## src/rtl/uart_mem_if.sv

```systemverilog
// uart_mem bus interface: request/ready slave port of the UART peripheral.
interface uart_mem_if #(
    parameter int ADDR_WIDTH = 32,
    parameter int DATA_WIDTH = 32
);
    logic                    enable;
    logic                    wr_en;
    logic [ADDR_WIDTH-1:0]   addr;
    logic [DATA_WIDTH-1:0]   i_data;
    logic [DATA_WIDTH/8-1:0] be;
    logic                    ready;
    logic [DATA_WIDTH-1:0]   o_data;
    logic                    bus_err;

    modport master (
        output enable, wr_en, addr, i_data, be,
        input  ready, o_data, bus_err
    );

    modport slave (
        input  enable, wr_en, addr, i_data, be,
        output ready, o_data, bus_err
    );
endinterface

```

## src/rtl/uart_mem.sv

```systemverilog
// uart_mem: memory-mapped 8N1 UART with baud divisor, RX/TX path and irq.
// Define UART_MEM_FIFO_EN for 16-entry FIFOs; otherwise 1-byte holding regs.
module uart_mem_fifo #(
    parameter int DEPTH = 1
) (
    input  logic       clk,
    input  logic       rst_n,
    input  logic       push,
    input  logic [7:0] wdata,
    input  logic       pop,
    output logic [7:0] rdata,
    output logic       empty,
    output logic       full
);
    localparam int PW = (DEPTH > 1) ? $clog2(DEPTH) : 1;
    localparam int CW = $clog2(DEPTH + 1);

    logic [7:0]    mem [2**PW];
    logic [PW-1:0] wp, rp;
    logic [CW-1:0] cnt;
    logic          do_push, do_pop;

    assign empty   = (cnt == '0);
    assign full    = (cnt == CW'(DEPTH));
    assign do_push = push && !full;
    assign do_pop  = pop && !empty;
    assign rdata   = mem[rp];

    always_ff @(posedge clk) begin
        if (do_push) mem[wp] <= wdata;
    end

    always_ff @(posedge clk or negedge rst_n) begin
        if (!rst_n) begin
            wp  <= '0;
            rp  <= '0;
            cnt <= '0;
        end else begin
            if (do_push) wp <= (wp == PW'(DEPTH - 1)) ? '0 : wp + 1'b1;
            if (do_pop)  rp <= (rp == PW'(DEPTH - 1)) ? '0 : rp + 1'b1;
            cnt <= cnt + CW'(do_push) - CW'(do_pop);
        end
    end
endmodule

module uart_mem #(
    parameter int ADDR_WIDTH = 32,
    parameter int DATA_WIDTH = 32
) (
    input  logic     clk,
    input  logic     rst_n,
    uart_mem_if.slave bus,
    output logic     irq,
    output logic     tx_pin,
    input  logic     rx_pin
);
`ifdef UART_MEM_FIFO_EN
    localparam int DEPTH = 16;
`else
    localparam int DEPTH = 1;
`endif
    localparam int BW = DATA_WIDTH / 8;

    typedef enum logic [1:0] {B_IDLE, B_DONE, B_WAIT} bus_state_t;
    typedef enum logic [1:0] {R_IDLE, R_START, R_DATA, R_STOP} rx_state_t;

    bus_state_t b_state, b_nxt;
    rx_state_t  rx_state, rx_nxt;

    logic [15:0] baud, baud_eff, half;
    logic [1:0]  int_en, int_pend, int_set, int_clr;
    logic        txe_q, rxr_q, tx_idle, rx_rdy;

    logic                  be_ok, legal, access, wr, rd;
    logic [2:0]            sel_idx;
    logic                  s_bl, s_bh, s_st, s_da, s_ie, s_pe;
    logic [DATA_WIDTH-1:0] raw, mask, rd_q;
    logic                  err_q;

    logic [7:0] tx_byte, rx_byte;
    logic       txf_empty, txf_full, rxf_empty, rxf_full;
    logic       tx_busy, tx_tick, tx_last, tx_load;
    logic [9:0] tx_sh;
    logic [3:0] tx_bit;
    logic [15:0] tx_cnt;

    logic        rx_m, rx_s, rx_p, rx_fall, rx_tick, rx_push;
    logic [15:0] rx_cnt;
    logic [2:0]  rx_bit;
    logic [7:0]  rx_sh;

    // Address decode and access qualification
    assign be_ok   = (bus.be == BW'(4'h1)) || (bus.be == BW'(4'h3)) ||
                     (bus.be == BW'(4'hF));
    assign legal   = be_ok && (bus.addr[1:0] == 2'b00) &&
                     (bus.addr <= ADDR_WIDTH'('h14));
    assign access  = (b_state == B_IDLE) && bus.enable;
    assign wr      = access && legal && bus.wr_en;
    assign rd      = access && legal && !bus.wr_en;
    assign sel_idx = bus.addr[4:2];
    assign s_bl    = (sel_idx == 3'd0);
    assign s_bh    = (sel_idx == 3'd1);
    assign s_st    = (sel_idx == 3'd2);
    assign s_da    = (sel_idx == 3'd3);
    assign s_ie    = (sel_idx == 3'd4);
    assign s_pe    = (sel_idx == 3'd5);

    always_comb begin
        raw  = '0;
        mask = '0;
        unique case (1'b1)
            s_bl:    raw = DATA_WIDTH'(baud);
            s_bh:    raw = DATA_WIDTH'(baud[15:8]);
            s_st:    raw = DATA_WIDTH'({txf_full, rx_rdy});
            s_da:    raw = rxf_empty ? '0 : DATA_WIDTH'(rx_byte);
            s_ie:    raw = DATA_WIDTH'(int_en);
            s_pe:    raw = DATA_WIDTH'(int_pend);
            default: raw = '0;
        endcase
        for (int i = 0; i < BW; i++) mask[i*8 +: 8] = {8{bus.be[i]}};
    end

    always_comb begin
        b_nxt = b_state;
        unique case (b_state)
            B_IDLE:  if (bus.enable) b_nxt = B_DONE;
            B_DONE:  b_nxt = B_WAIT;
            B_WAIT:  if (!bus.enable) b_nxt = B_IDLE;
            default: b_nxt = B_IDLE;
        endcase
    end

    always_ff @(posedge clk or negedge rst_n) begin
        if (!rst_n) begin
            b_state <= B_IDLE;
            rd_q    <= '0;
            err_q   <= 1'b0;
        end else begin
            b_state <= b_nxt;
            if (access) begin
                err_q <= !legal;
                rd_q  <= rd ? (raw & mask) : '0;
            end
        end
    end

    assign bus.ready   = (b_state == B_DONE);
    assign bus.o_data  = bus.ready ? rd_q : '0;
    assign bus.bus_err = bus.ready && err_q;

    // Control registers; pending bits latch rising edges, set beats W1C
    assign tx_idle  = !tx_busy && txf_empty;
    assign rx_rdy   = !rxf_empty;
    assign int_set  = {tx_idle & ~txe_q, rx_rdy & ~rxr_q};
    assign int_clr  = (wr && s_pe) ? bus.i_data[1:0] : 2'b00;
    assign irq      = |(int_pend & int_en);
    assign baud_eff = (baud == 16'd0) ? 16'd1 : baud;
    assign half     = (baud_eff - 16'd1) >> 1;

    always_ff @(posedge clk or negedge rst_n) begin
        if (!rst_n) begin
            baud     <= 16'd434;
            int_en   <= 2'b00;
            int_pend <= 2'b00;
            txe_q    <= 1'b1;
            rxr_q    <= 1'b0;
        end else begin
            if (wr && s_bl) begin
                baud[7:0] <= bus.i_data[7:0];
                if (bus.be[1]) baud[15:8] <= bus.i_data[15:8];
            end
            if (wr && s_bh) baud[15:8] <= bus.i_data[7:0];
            if (wr && s_ie) int_en <= bus.i_data[1:0];
            int_pend <= (int_pend & ~int_clr) | int_set;
            txe_q    <= tx_idle;
            rxr_q    <= rx_rdy;
        end
    end

    uart_mem_fifo #(.DEPTH(DEPTH)) u_txf (
        .clk(clk), .rst_n(rst_n),
        .push(wr && s_da), .wdata(bus.i_data[7:0]),
        .pop(tx_load), .rdata(tx_byte),
        .empty(txf_empty), .full(txf_full)
    );

    uart_mem_fifo #(.DEPTH(DEPTH)) u_rxf (
        .clk(clk), .rst_n(rst_n),
        .push(rx_push), .wdata(rx_sh),
        .pop(rd && s_da), .rdata(rx_byte),
        .empty(rxf_empty), .full(rxf_full)
    );

    // Transmitter: back-to-back frames when the queue holds another byte
    assign tx_tick = (tx_cnt == baud_eff - 16'd1);
    assign tx_last = tx_busy && tx_tick && (tx_bit == 4'd9);
    assign tx_load = !txf_empty && (!tx_busy || tx_last);
    assign tx_pin  = tx_busy ? tx_sh[0] : 1'b1;

    always_ff @(posedge clk or negedge rst_n) begin
        if (!rst_n) begin
            tx_busy <= 1'b0;
            tx_sh   <= '1;
            tx_bit  <= '0;
            tx_cnt  <= '0;
        end else if (tx_load) begin
            tx_busy <= 1'b1;
            tx_sh   <= {1'b1, tx_byte, 1'b0};
            tx_bit  <= '0;
            tx_cnt  <= '0;
        end else if (tx_busy) begin
            if (tx_tick) begin
                tx_cnt <= '0;
                tx_sh  <= {1'b1, tx_sh[9:1]};
                tx_bit <= tx_bit + 4'd1;
                if (tx_bit == 4'd9) tx_busy <= 1'b0;
            end else begin
                tx_cnt <= tx_cnt + 16'd1;
            end
        end
    end

    // Receiver
    assign rx_fall = rx_p && !rx_s;
    assign rx_tick = (rx_cnt == baud_eff - 16'd1);
    assign rx_push = (rx_state == R_STOP) && rx_tick && rx_s && !rxf_full;

    always_ff @(posedge clk or negedge rst_n) begin
        if (!rst_n) begin
            rx_m <= 1'b1;
            rx_s <= 1'b1;
            rx_p <= 1'b1;
        end else begin
            rx_m <= rx_pin;
            rx_s <= rx_m;
            rx_p <= rx_s;
        end
    end

    always_comb begin
        rx_nxt = rx_state;
        unique case (rx_state)
            R_IDLE:  if (rx_fall) rx_nxt = R_START;
            R_START: if (rx_cnt == half) rx_nxt = rx_s ? R_IDLE : R_DATA;
            R_DATA:  if (rx_tick && rx_bit == 3'd7) rx_nxt = R_STOP;
            R_STOP:  if (rx_tick) rx_nxt = R_IDLE;
            default: rx_nxt = R_IDLE;
        endcase
    end

    always_ff @(posedge clk or negedge rst_n) begin
        if (!rst_n) begin
            rx_state <= R_IDLE;
            rx_cnt   <= '0;
            rx_bit   <= '0;
            rx_sh    <= '0;
        end else begin
            rx_state <= rx_nxt;
            if (rx_state == R_IDLE || rx_nxt != rx_state || rx_tick)
                rx_cnt <= '0;
            else
                rx_cnt <= rx_cnt + 16'd1;
            if (rx_state == R_START) rx_bit <= '0;
            if (rx_state == R_DATA && rx_tick) begin
                rx_sh  <= {rx_s, rx_sh[7:1]};
                rx_bit <= rx_bit + 3'd1;
            end
        end
    end
endmodule

```

## src/flat_wrapper.sv

```systemverilog
// flat-port wrapper written by rule: the top's interface ports become plain ports
module uart_mem_flat 
#(
    parameter int ADDR_WIDTH = 32,
    parameter int DATA_WIDTH = 32
)
  (clk, rst_n, irq, tx_pin, rx_pin, bus_enable, bus_wr_en, bus_addr, bus_i_data, bus_be, bus_ready, bus_o_data, bus_bus_err);
  uart_mem_if #(.ADDR_WIDTH(ADDR_WIDTH), .DATA_WIDTH(DATA_WIDTH)) bus_i ();
  input  logic clk;
  input  logic rst_n;
  output logic irq;
  output logic tx_pin;
  input  logic rx_pin;
  input wire logic [$bits(bus_i.enable)-1:0] bus_enable;
  input wire logic [$bits(bus_i.wr_en)-1:0] bus_wr_en;
  input wire logic [$bits(bus_i.addr)-1:0] bus_addr;
  input wire logic [$bits(bus_i.i_data)-1:0] bus_i_data;
  input wire logic [$bits(bus_i.be)-1:0] bus_be;
  output wire logic [$bits(bus_i.ready)-1:0] bus_ready;
  output wire logic [$bits(bus_i.o_data)-1:0] bus_o_data;
  output wire logic [$bits(bus_i.bus_err)-1:0] bus_bus_err;
  assign bus_i.enable = bus_enable;
  assign bus_i.wr_en = bus_wr_en;
  assign bus_i.addr = bus_addr;
  assign bus_i.i_data = bus_i_data;
  assign bus_i.be = bus_be;
  assign bus_ready = bus_i.ready;
  assign bus_o_data = bus_i.o_data;
  assign bus_bus_err = bus_i.bus_err;
  uart_mem #(.ADDR_WIDTH(ADDR_WIDTH), .DATA_WIDTH(DATA_WIDTH)) u_core (.clk(clk), .rst_n(rst_n), .bus(bus_i), .irq(irq), .tx_pin(tx_pin), .rx_pin(rx_pin));
endmodule
```

## config.mk

```make
export PLATFORM = sky130hd
export DESIGN_NAME = uart_mem_flat
export DESIGN_NICKNAME = d
export VERILOG_FILES = /design/src/rtl/uart_mem_if.sv /design/src/rtl/uart_mem.sv /design/src/flat_wrapper.sv
export SDC_FILE = /design/constraint.sdc
export NUM_CORES = 1
export LEC_CHECK = 0
export CORE_ASPECT_RATIO = 0.9
export CORE_MARGIN = 1
export CORE_UTILIZATION = 42
export CTS_BUF_LIST = sky130_fd_sc_hd__clkbuf_16
export DETAILED_ROUTE_END_ITERATION = 6
export PLACE_DENSITY_LB_ADDON = 0.08
export REMOVE_ABC_BUFFERS = 1
export SETUP_SLACK_MARGIN = 0.02
export SKIP_CTS_REPAIR_TIMING = 1
export SLEW_MARGIN = 20
export SYNTH_ARGS = -nofsm -noshare
export SYNTH_HDL_FRONTEND = slang
export SYNTH_SLANG_ARGS = --single-unit
export TNS_END_PERCENT = 1
```

## constraint.sdc

```tcl
create_clock -name clk -period 3.7 [get_ports clk]
set_input_delay 1.11 -clock clk [delete_from_list [all_inputs] [get_ports clk]]
set_output_delay 1.11 -clock clk [all_outputs]
set_load 0.005 [all_outputs]
```

# Yosys cells after proc, flatten, opt, wreduce, memory -nomap -nowiden
# Memory sizes are Yosys's and may differ from the RTL's.
# Index checks and enable logic that the tools add are counted.
# Widths: inputs -> output; s select.
totals:
  ff_bits: 126
  ram_bits: 32
  input_bits: 73
  output_inout_bits: 36
  elab_cells: 168
  n_memories: 2
memory_table:
  columns: ["memory", "words", "width", "rd", "rd_clocked_by_memory_dff", "wr", "line_no", "rtl"]
  rows:
  - ["u_core.u_rxf.mem", 2, 8, 1, 0, 1, "uart_mem.sv:18", "logic [7:0] mem [2**PW];"]
  - ["u_core.u_txf.mem", 2, 8, 1, 0, 1, "uart_mem.sv:18", null]
op_classes:
  add_sub_neg: 13
  order_cmp: 1
  n_eq_ne: 21
  muxes: 43
  n_bitwise: 10
  reduce_logical: 52
ops:
  columns: ["op", "count"]
  rows:
  - ["$pmux 32 s6", 1]
  - ["$mux 16", 6]
  - ["$mux 32", 2]
  - ["$add 16x1->16 const B", 2]
  - ["$and 32x32->32", 1]
  - ["$eq 16x16->1", 2]
  - ["$le 32x5->1 const B", 1]
  - ["$mux 10", 3]
  - ["$logic_and 1x1->1", 27]
  - ["$mux 8", 3]
  - ["$eq 16x15->1", 1]
  - ["$logic_not 16->1", 1]
  - ["$mux 2", 8]
  - ["$sub 16x1->16 const B", 1]
  - ["$mux 1", 13]
  - ["$mux 4", 3]
  - ["$reduce_bool 2->1", 5]
  - ["$eq 3x3->1 const B", 3]
  - ["$eq 4x4->1 const B", 2]
  - ["$pmux 2 s4", 1]
  - ["$eq 2x2->1 const B", 3]
  - ["$eq 3x2->1 const B", 2]
  - ["$logic_not 1->1", 6]
  - ["$logic_not 2->1", 3]
  - ["other kinds (22)", 40]

# Longest topological paths before layout
# Gate-level depths: netlist (run 1).
logic_depth:
  ltp_word: 12
  ltp_mapped: 17
  mapped_depth_nobuf: 13

# By module
# Synthesis (run 1) repeated with hierarchy kept, for this count alone.
unflattened:
  hier_cells: 802
  area_unflattened_um2: 7561.0
by_module_without_submodules:
  columns: ["mod", "instances", "cells_each", "area_per_inst_um2", "seq_area_each_um2"]
  rows:
  - ["uart_mem", 1, 778, 6990.5, 2600.0]
  - ["uart_mem_fifo", 2, 12, 285.3, 265.3]

# Worst setup path after synthesis (run 1)
# No wires, ideal clock.
synth_path:
  path_kind: "register to register"
  from: "reg u_core.baud[2]"
  to: "reg u_core.rx_sh[0]"
  setup_time_ns: 0.125
  arrival_ns: 3.860
  required_ns: 3.575
  slack_ns: -0.285
  path_stages_with_launch: 17
  n_path_buf: 4
  synth_period_minus_slack_ns: 3.985
  cell_sequence: "dfrtp_1 buf_6 or4_4 buf_4 nor2_1 nor2_1 ha_1 buf_2 inv_1 nor3_1 or3_1 a31oi_1 nand4b_1 or4_1 buf_2 nor3_4 mux2_2"
synth_between:
  elab_chain_cells: 5
synth_lines:
  columns: ["item", "line_no", "rtl"]
  rows:
  - ["start: declaration", "uart_mem.sv:70", "logic [15:0] baud, baud_eff, half;"]
  - ["start signal: assignment", "uart_mem.sv:169", "baud[7:0] <= bus.i_data[7:0];"]
  - ["$logic_not 16->1", "uart_mem.sv:157", "assign baud_eff = (baud == 16'd0) ? 16'd1 : baud;"]
  - ["$mux 16 (*)", "uart_mem.sv:157", null]
  - ["$sub 16x1->16 (*)", "uart_mem.sv:225", "assign rx_tick = (rx_cnt == baud_eff - 16'd1);"]
  - ["$eq 16x16->1 (*)", "uart_mem.sv:225", null]
  - ["$logic_and 1x1->1 (*)", "uart_mem.sv:264", "if (rx_state == R_DATA && rx_tick) begin"]
  - ["end signal: assignment", "uart_mem.sv:265", "rx_sh <= {rx_s, rx_sh[7:1]};"]
  - ["end: declaration", "uart_mem.sv:90", "logic [7:0] rx_sh;"]
# Every way passes the cells marked *; elsewhere a longest branch is shown, timed or not.
# A chain may end at the register's enable or synchronous reset.

# Worst setup path in the final report (run 1)
layout_path:
  from: "reg u_core.baud[2]"
  to: "reg u_core.rx_sh[5]"
# The elaborated chain is that of the path after synthesis.

==> flow_metrics.tcl, run 1 <==
set metrics [dict create \
    slew_headroom_pct 55.8 \
    numClockSinks 121 \
    grtUsageTotal_pct 23.9 \
    synthesis.area_um2 7490 \
    worstSkewPairLatency_ns 0.42 \
    drtIter0Drc 603 \
    final_common_cell "dfrtp_1" \
    drt_pre_antenna_iters 5 \
    fin_crit_sh_pct 96.3 \
    finalClockSkew_ns 0.00850 \
    reg2reg_slack_ns 0.14 \
    synth_top_family_by_area "simple AND/OR/NAND/NOR gates" \
    setup_viol 0 \
    cts_root_buf "clkbuf_16" \
    num_antenna_cells 0 \
    synth.area.top_cells "dfrtp_1 29%, edfxtp_1 6.4%, dfstp_2 6.3%" \
    synth_compound_area_share_pct 14.8 \
    path_cells "or4_4 > nor2_2 > nor2_1 > ha_2 > xnor2_1 > buf_4 > xnor2_1 > nor3_2 > buf_4 > nand3_1 > or4_4 > nor3_4 > buf_12 > mux2_2" \
    r2r_start "u_core.baud[2]" \
    synth_ff_type "dfrtp_1" \
    cp.arrival_ns 3.86 \
    fp.dieH_um 129 \
    synth_edf_count 16 \
    fin_area_um2 9530 \
    initial_core_util_pct 43.6 \
    min_period_ns 3.56 \
    min-delay-start "u_core.rx_m" \
    clk_pin_slew_worst_paths_ns 0.06 \
    placementRows 45 \
    slew_violations 0 \
    drive_gt1_share_pct 19.9 \
    worst_slack_ns 0.138 \
    rsz0062_at_grt "true" \
    p_leak_nw 3.95 \
    cp.depth 14 \
    cts_buffers 17 \
    tns_ns 0 \
    cp_data_required_time_ns 4.00 \
    die_w_um 143 \
    num_vias 6395 \
    whs_path_depth 0 \
    via_per_inst 5.59 \
    postSynth.asyncResetShare_pct 86.8 \
    finalWirelength_mm 20.9 \
    fill_cells 1503 \
    critPathMaxFanout 8 \
    yosys_warnings 0 \
    stdcell_count 1145 \
    reg2reg_to "u_core.rx_sh[5]" \
    power_mw 3.54 \
    syn2layout_area_growth_pct 27.2 \
    final_util_pct 55.5 \
    placedInstanceArea_um2 8880 \
    antenna_found_initial 0 \
    synthXorXnorAreaFrac_pct 9.98 \
    worstSetupPathType "flop to flop" \
    boundaryPins 109 \
    hold_ws_ns 0.357 \
    seq_area_frac_synth_pct 41.8 \
    status "finished clean" \
    max_freq_ghz 0.281 \
    ctsLongestPathBuffers 2 \
    post-place-ws_ns -0.111 \
    post_synth_mux_area_share_pct 4.16 \
    hp-class "flop to flop" \
    core_um2 17200 \
    path_delay_family "simple AND/OR/NAND/NOR gates" \
    htree_levels 4 \
    cts_tree "done" \
    grt_pass1_vias 6262 \
    cp-start-kind "flop" \
    critPathMaxStageDelay_ns 0.58 \
    synth_cell_types 82 \
    yosysTopAreaCellShare_pct 29.1 \
    ir_drop_uv 289 \
    drc_errors 0 \
    layout_common_cells "87 x dfrtp_1, 84 x nand2_1, 75 x clkdlybuf4s50_1, 69 x buf_4, 52 x nor2_1" \
    fin_nets 977 \
    syn_inst 782 \
    gp_congestion 0.884 \
    synth-simple-area-share_pct 22.4 \
    grt_pass1_wl_mm 33.4 \
    antenna_left 0 \
    endpoint_kind "flop" \
    gr-total-overflow 0 \
    maxCapViolCount 0 \
    synth.ff_latch_count 121 \
    synth_area_per_cell_um2 9.58 \
    synthAdderAreaFrac_pct 1.17 \
    worst_pin_slew_ns 0.663 \
    worst_hold_path.endpoint "u_core.rx_s" \
    wl_per_cell_um 18.3 \
    p_per_area_nw_per_um2 371 \
    yosysTopAreaCell "dfrtp_1" \
    dieArea_um2 18400 \
    critPathBufInv 3 \
    reg2reg_depth 14 \
    hpwlAfterDp_mm 15.5 \
    cpMaxStageDelayCell "or4_4" \
    placed_cells 1112 \
    finalHoldViolCount 0 \
    portBuffers 76 \
    grt_max_degree 47 \
]
## cell usage after synthesis, types with 16 or more instances
cell and n:
dfrtp_1 87, nand2_1 84, nor2_1 53, o21ai_0 42, xnor2_1 38, clkbuf_1 32
nand3_1 30, xor2_1 24, mux2_2 21, and2_1 19, inv_1 19, buf_4 18
dfstp_2 18, nor4_1 18, a21oi_1 17, edfxtp_1 16
## cell families after synthesis
| family | Yosys count |
|---|---|
| other | 1 |
| adder cells (fa/ha/maj) | 7 |
| XOR/XNOR | 71 |
| AND/OR/NAND/NOR | 311 |
| buffers and inverters | 88 |
| AO/OA/AOI/OAI | 157 |
| multiplexers | 26 |
| flip-flops | 121 |
## worst max-delay path by stage
stage | from | end | slack [ns]
2_1_floorplan | bus_enable | u_core.baud[10] | -0.48
3_3_place_gp | u_core.baud[1] | u_core.rx_sh[5] | -0.11
3_5_place_dp | u_core.baud[1] | u_core.rx_sh[5] | -0.11
4_1_cts | u_core.baud[8] | u_core.rx_state[1] | -0.15
5_1_grt | u_core.baud[6] | u_core.rx_sh[5] | -0.05
6_report | u_core.baud[2] | u_core.rx_sh[5] | 0.14
## layout make-up
class | count | area, µm² | area share, %
clock buffers | 17 | 425 | 4.46
clock inverters | 15 | 165 | 1.73
inverters | 19 | 71.3 | 0.748
multi-input cells | 588 | 4060 | 42.6
flip-flops and latches | 121 | 3130 | 32.8
well taps | 235 | 294 | 3.08
repair buffers | 150 | 1390 | 14.6
## report_power, final
group	total [mW]	switching, mW	internal (mW)
clock	1.67	0.668	1.01
sequential	1.46	0.0719	1.39
combinational	0.406	0.191	0.215
## worst register-to-register path, cell delays in order (launching register included)
cell     delay, ns
dfrtp_1       0.37
or4_4         0.55
nor2_2        0.15
nor2_1        0.06
ha_2          0.23
xnor2_1       0.13
buf_4         0.15
xnor2_1       0.13
nor3_2        0.19
buf_4         0.14
nand3_1       0.11
or4_4         0.58
nor3_4        0.17
buf_12        0.15
mux2_2        0.33
## flip-flops by register name, indices dropped and copies added (netlist names), 2 cells and up
register / count
u_core.u_txf.mem: 8
u_core.tx_cnt: 16
u_core.rd_q: 16
u_core.u_rxf.mem: 8
u_core.baud: 16
u_core.rx_state: 2
u_core.rx_sh: 8
u_core.rx_bit: 3
u_core.b_state: 2
u_core.tx_bit: 4
u_core.int_en: 2
u_core.rx_cnt: 16
u_core.int_pend: 2
u_core.tx_sh: 9
## routing by layer
metal	share of wire, %	vias up	global-route usage, %
li1	-	3023	-
met1	47	3161	33.7
met2	47	194	38.2
met3	4.5	17	3.94
met4	1.1	0	6.07
met5	0	-	0
Note: power is estimated with default switching activity, not from simulation.
==> run 2: changes to the inputs <==
--- a/config.mk
+++ b/config.mk
@@ -5,9 +5,11 @@
 export SDC_FILE = /design/constraint.sdc
 export NUM_CORES = 1
 export LEC_CHECK = 0
+export CELL_PAD_IN_SITES_DETAIL_PLACEMENT = 2
+export CELL_PAD_IN_SITES_GLOBAL_PLACEMENT = 2
 export CORE_ASPECT_RATIO = 0.9
 export CORE_MARGIN = 1
-export CORE_UTILIZATION = 42
+export CORE_UTILIZATION = 31
 export CTS_BUF_LIST = sky130_fd_sc_hd__clkbuf_16
 export DETAILED_ROUTE_END_ITERATION = 6
 export PLACE_DENSITY_LB_ADDON = 0.08
==> run 2 against run 1 <==
Cell count up 6.6%; clock skew up 0.0069 ns; design area up 1.9%; worst setup slack worse by 0.033 ns; sequential share of layout area down 0.61 points; the run now ends with DRC left; total power up 0.92%; via count up 1.8%; non-clock buffer count up 9; critical path depth up 1; global-route usage down 1.8 points; critical path type unchanged; fmax down 0.91%.
==> flow_metrics.tcl, run 2 (same netlist as run 1, synthesis figures left out) <==
set metrics [dict create \
    status "complete, but fails checks" \
    violations "DRC" \
    htree_levels 4 \
    ir_drop_uv 258 \
    rsz0062_at_grt "true" \
    via_per_inst 5.33 \
    boundaryPins 109 \
    slew_violations 0 \
    die_w_um 166 \
    worstSetupPathType "flop to flop" \
    worstSkewPairLatency_ns 0.42 \
    grtUsageTotal_pct 22.1 \
    cp-start-kind "flop" \
    tns_ns 0 \
    critPathMaxFanout 5 \
    reg2reg_to "u_core.rx_bit[0]" \
    portBuffers 76 \
    worst_pin_slew_ns 0.693 \
    num_vias 6507 \
    syn2layout_area_growth_pct 29.6 \
    hold_ws_ns 0.359 \
    setup.worst_path.end "u_core.rx_bit[0]" \
    cts_root_buf "clkbuf_16" \
    finalHoldViolCount 0 \
    drtIter0Drc 252 \
    fp.dieH_um 149 \
    r2r_start "u_core.baud[14]" \
    layout_common_cells "87 x dfrtp_1, 84 x nand2_1, 78 x buf_4, 75 x clkdlybuf4s50_1, 51 x nor2_1" \
    fin_nets 986 \
    cpMaxStageDelayCell "or4_4" \
    setup_viol 0 \
    cts_tree "done" \
    fin_area_um2 9710 \
    critPathMaxStageDelay_ns 0.57 \
    clk_pin_slew_worst_paths_ns 0.06 \
    finalClockSkew_ns 0.0154 \
    endpoint_kind "flop" \
    initial_core_util_pct 31.8 \
    cts_buffers 17 \
    numClockSinks 121 \
    p_per_area_nw_per_um2 367 \
    min_period_ns 3.60 \
    drc_errors 8 \
    final_common_cell "dfrtp_1" \
    path_cells "nor4_4 > nand4_1 > nor2_2 > nor2_2 > ha_4 > xnor2_1 > buf_4 > xnor2_1 > nor3_1 > buf_4 > nand3_2 > or4_4 > buf_6 > or2_4 > a32o_1" \
    hp-class "flop to flop" \
    num_antenna_cells 0 \
    finalWirelength_mm 27.0 \
    fin_crit_sh_pct 97.2 \
    wl_per_cell_um 22.1 \
    antenna_found_initial 0 \
    gp_congestion 0.854 \
    slew_headroom_pct 53.6 \
    drive_gt1_share_pct 21.1 \
    antenna_left 0 \
    grt_max_degree 60 \
    dieArea_um2 24800 \
    reg2reg_slack_ns 0.10 \
    gr-total-overflow 0 \
    cp-startpoint "u_core.baud[14]" \
    maxCapViolCount 0 \
    hpwlAfterDp_mm 20.1 \
    placedInstanceArea_um2 9010 \
    cp.arrival_ns 3.89 \
    reg2reg_depth 15 \
    p_leak_nw 4.00 \
    grt_pass1_wl_mm 42.1 \
    placementRows 53 \
    max_freq_ghz 0.278 \
    ctsLongestPathBuffers 2 \
    core_um2 23500 \
    min-delay-start "u_core.rx_m" \
    cp_data_required_time_ns 3.99 \
    grt_pass1_vias 7233 \
    drt_pre_antenna_iters 6 \
]
## run 2: layout make-up
type / instances / area [µm²]
Clock inverter: 14 / 135
Multi-Input combinational cell: 588 / 4100
Clock buffer: 18 / 450
Fill cell: 2505 / 13800
Timing Repair Buffer: 159 / 1450
Inverter: 19 / 71.3
Tap cell: 302 / 378
Sequential cell: 121 / 3130
## run 2: worst min-delay path by stage
stage / to / slack, ns / cells past startpoint
3_3_place_gp: u_core.rx_s / 0.35 / 0
4_1_cts: u_core.rx_s / 0.36 / 0
2_1_floorplan: u_core.rx_s / 0.35 / 0
5_1_grt: u_core.rx_s / 0.36 / 0
3_5_place_dp: u_core.rx_s / 0.35 / 0
6_report: u_core.rx_s / 0.36 / 0
## run 2: power breakdown
part	leakage (nW)	internal [mW]	switching (mW)	total, mW
clock network	0.287	0.981	0.708	1.69
logic	2.23	0.212	0.210	0.422
registers	1.49	1.38	0.0729	1.46
## run 2: layer usage
| layer | share of wire [%] | routed length, µm | track usage [%] | vias to the layer above |
|---|---|---|---|---|
| met3 | 3.1 | 848 | 3.49 | 16 |
| met5 | 0 | 0 | 0 | - |
| met2 | 50 | 13600 | 38.6 | 93 |
| met4 | 0.80 | 216 | 4.86 | 0 |
| li1 | - | - | - | 3030 |
| met1 | 46 | 12300 | 29.0 | 3368 |
## run 2: critical path, delay by kind of cell (launching register included)
family,cells,cell delay (ns)
and+or+nand+nor,8,1.90
AOI/OAI and AO/OA,1,0.27
xor gates and xnor gates,2,0.25
adders and majority gates,1,0.18
buffers and inverters,3,0.47
DFF,1,0.41
## run 2: stage by stage
stage / total power [mW] / instances / utilization, % / worst slack (ns)
floorplan: 1.66 / 728 / - / -0.478
global placement: 1.88 / 1187 / 38.3 / -0.247
detailed placement: 1.90 / 1187 / 38.3 / -0.389
CTS: 3.63 / 1219 / 40.8 / -0.403
global route: 3.72 / 1221 / 41.3 / -0.00822
finish: 3.57 / 1221 / 41.3 / 0.105
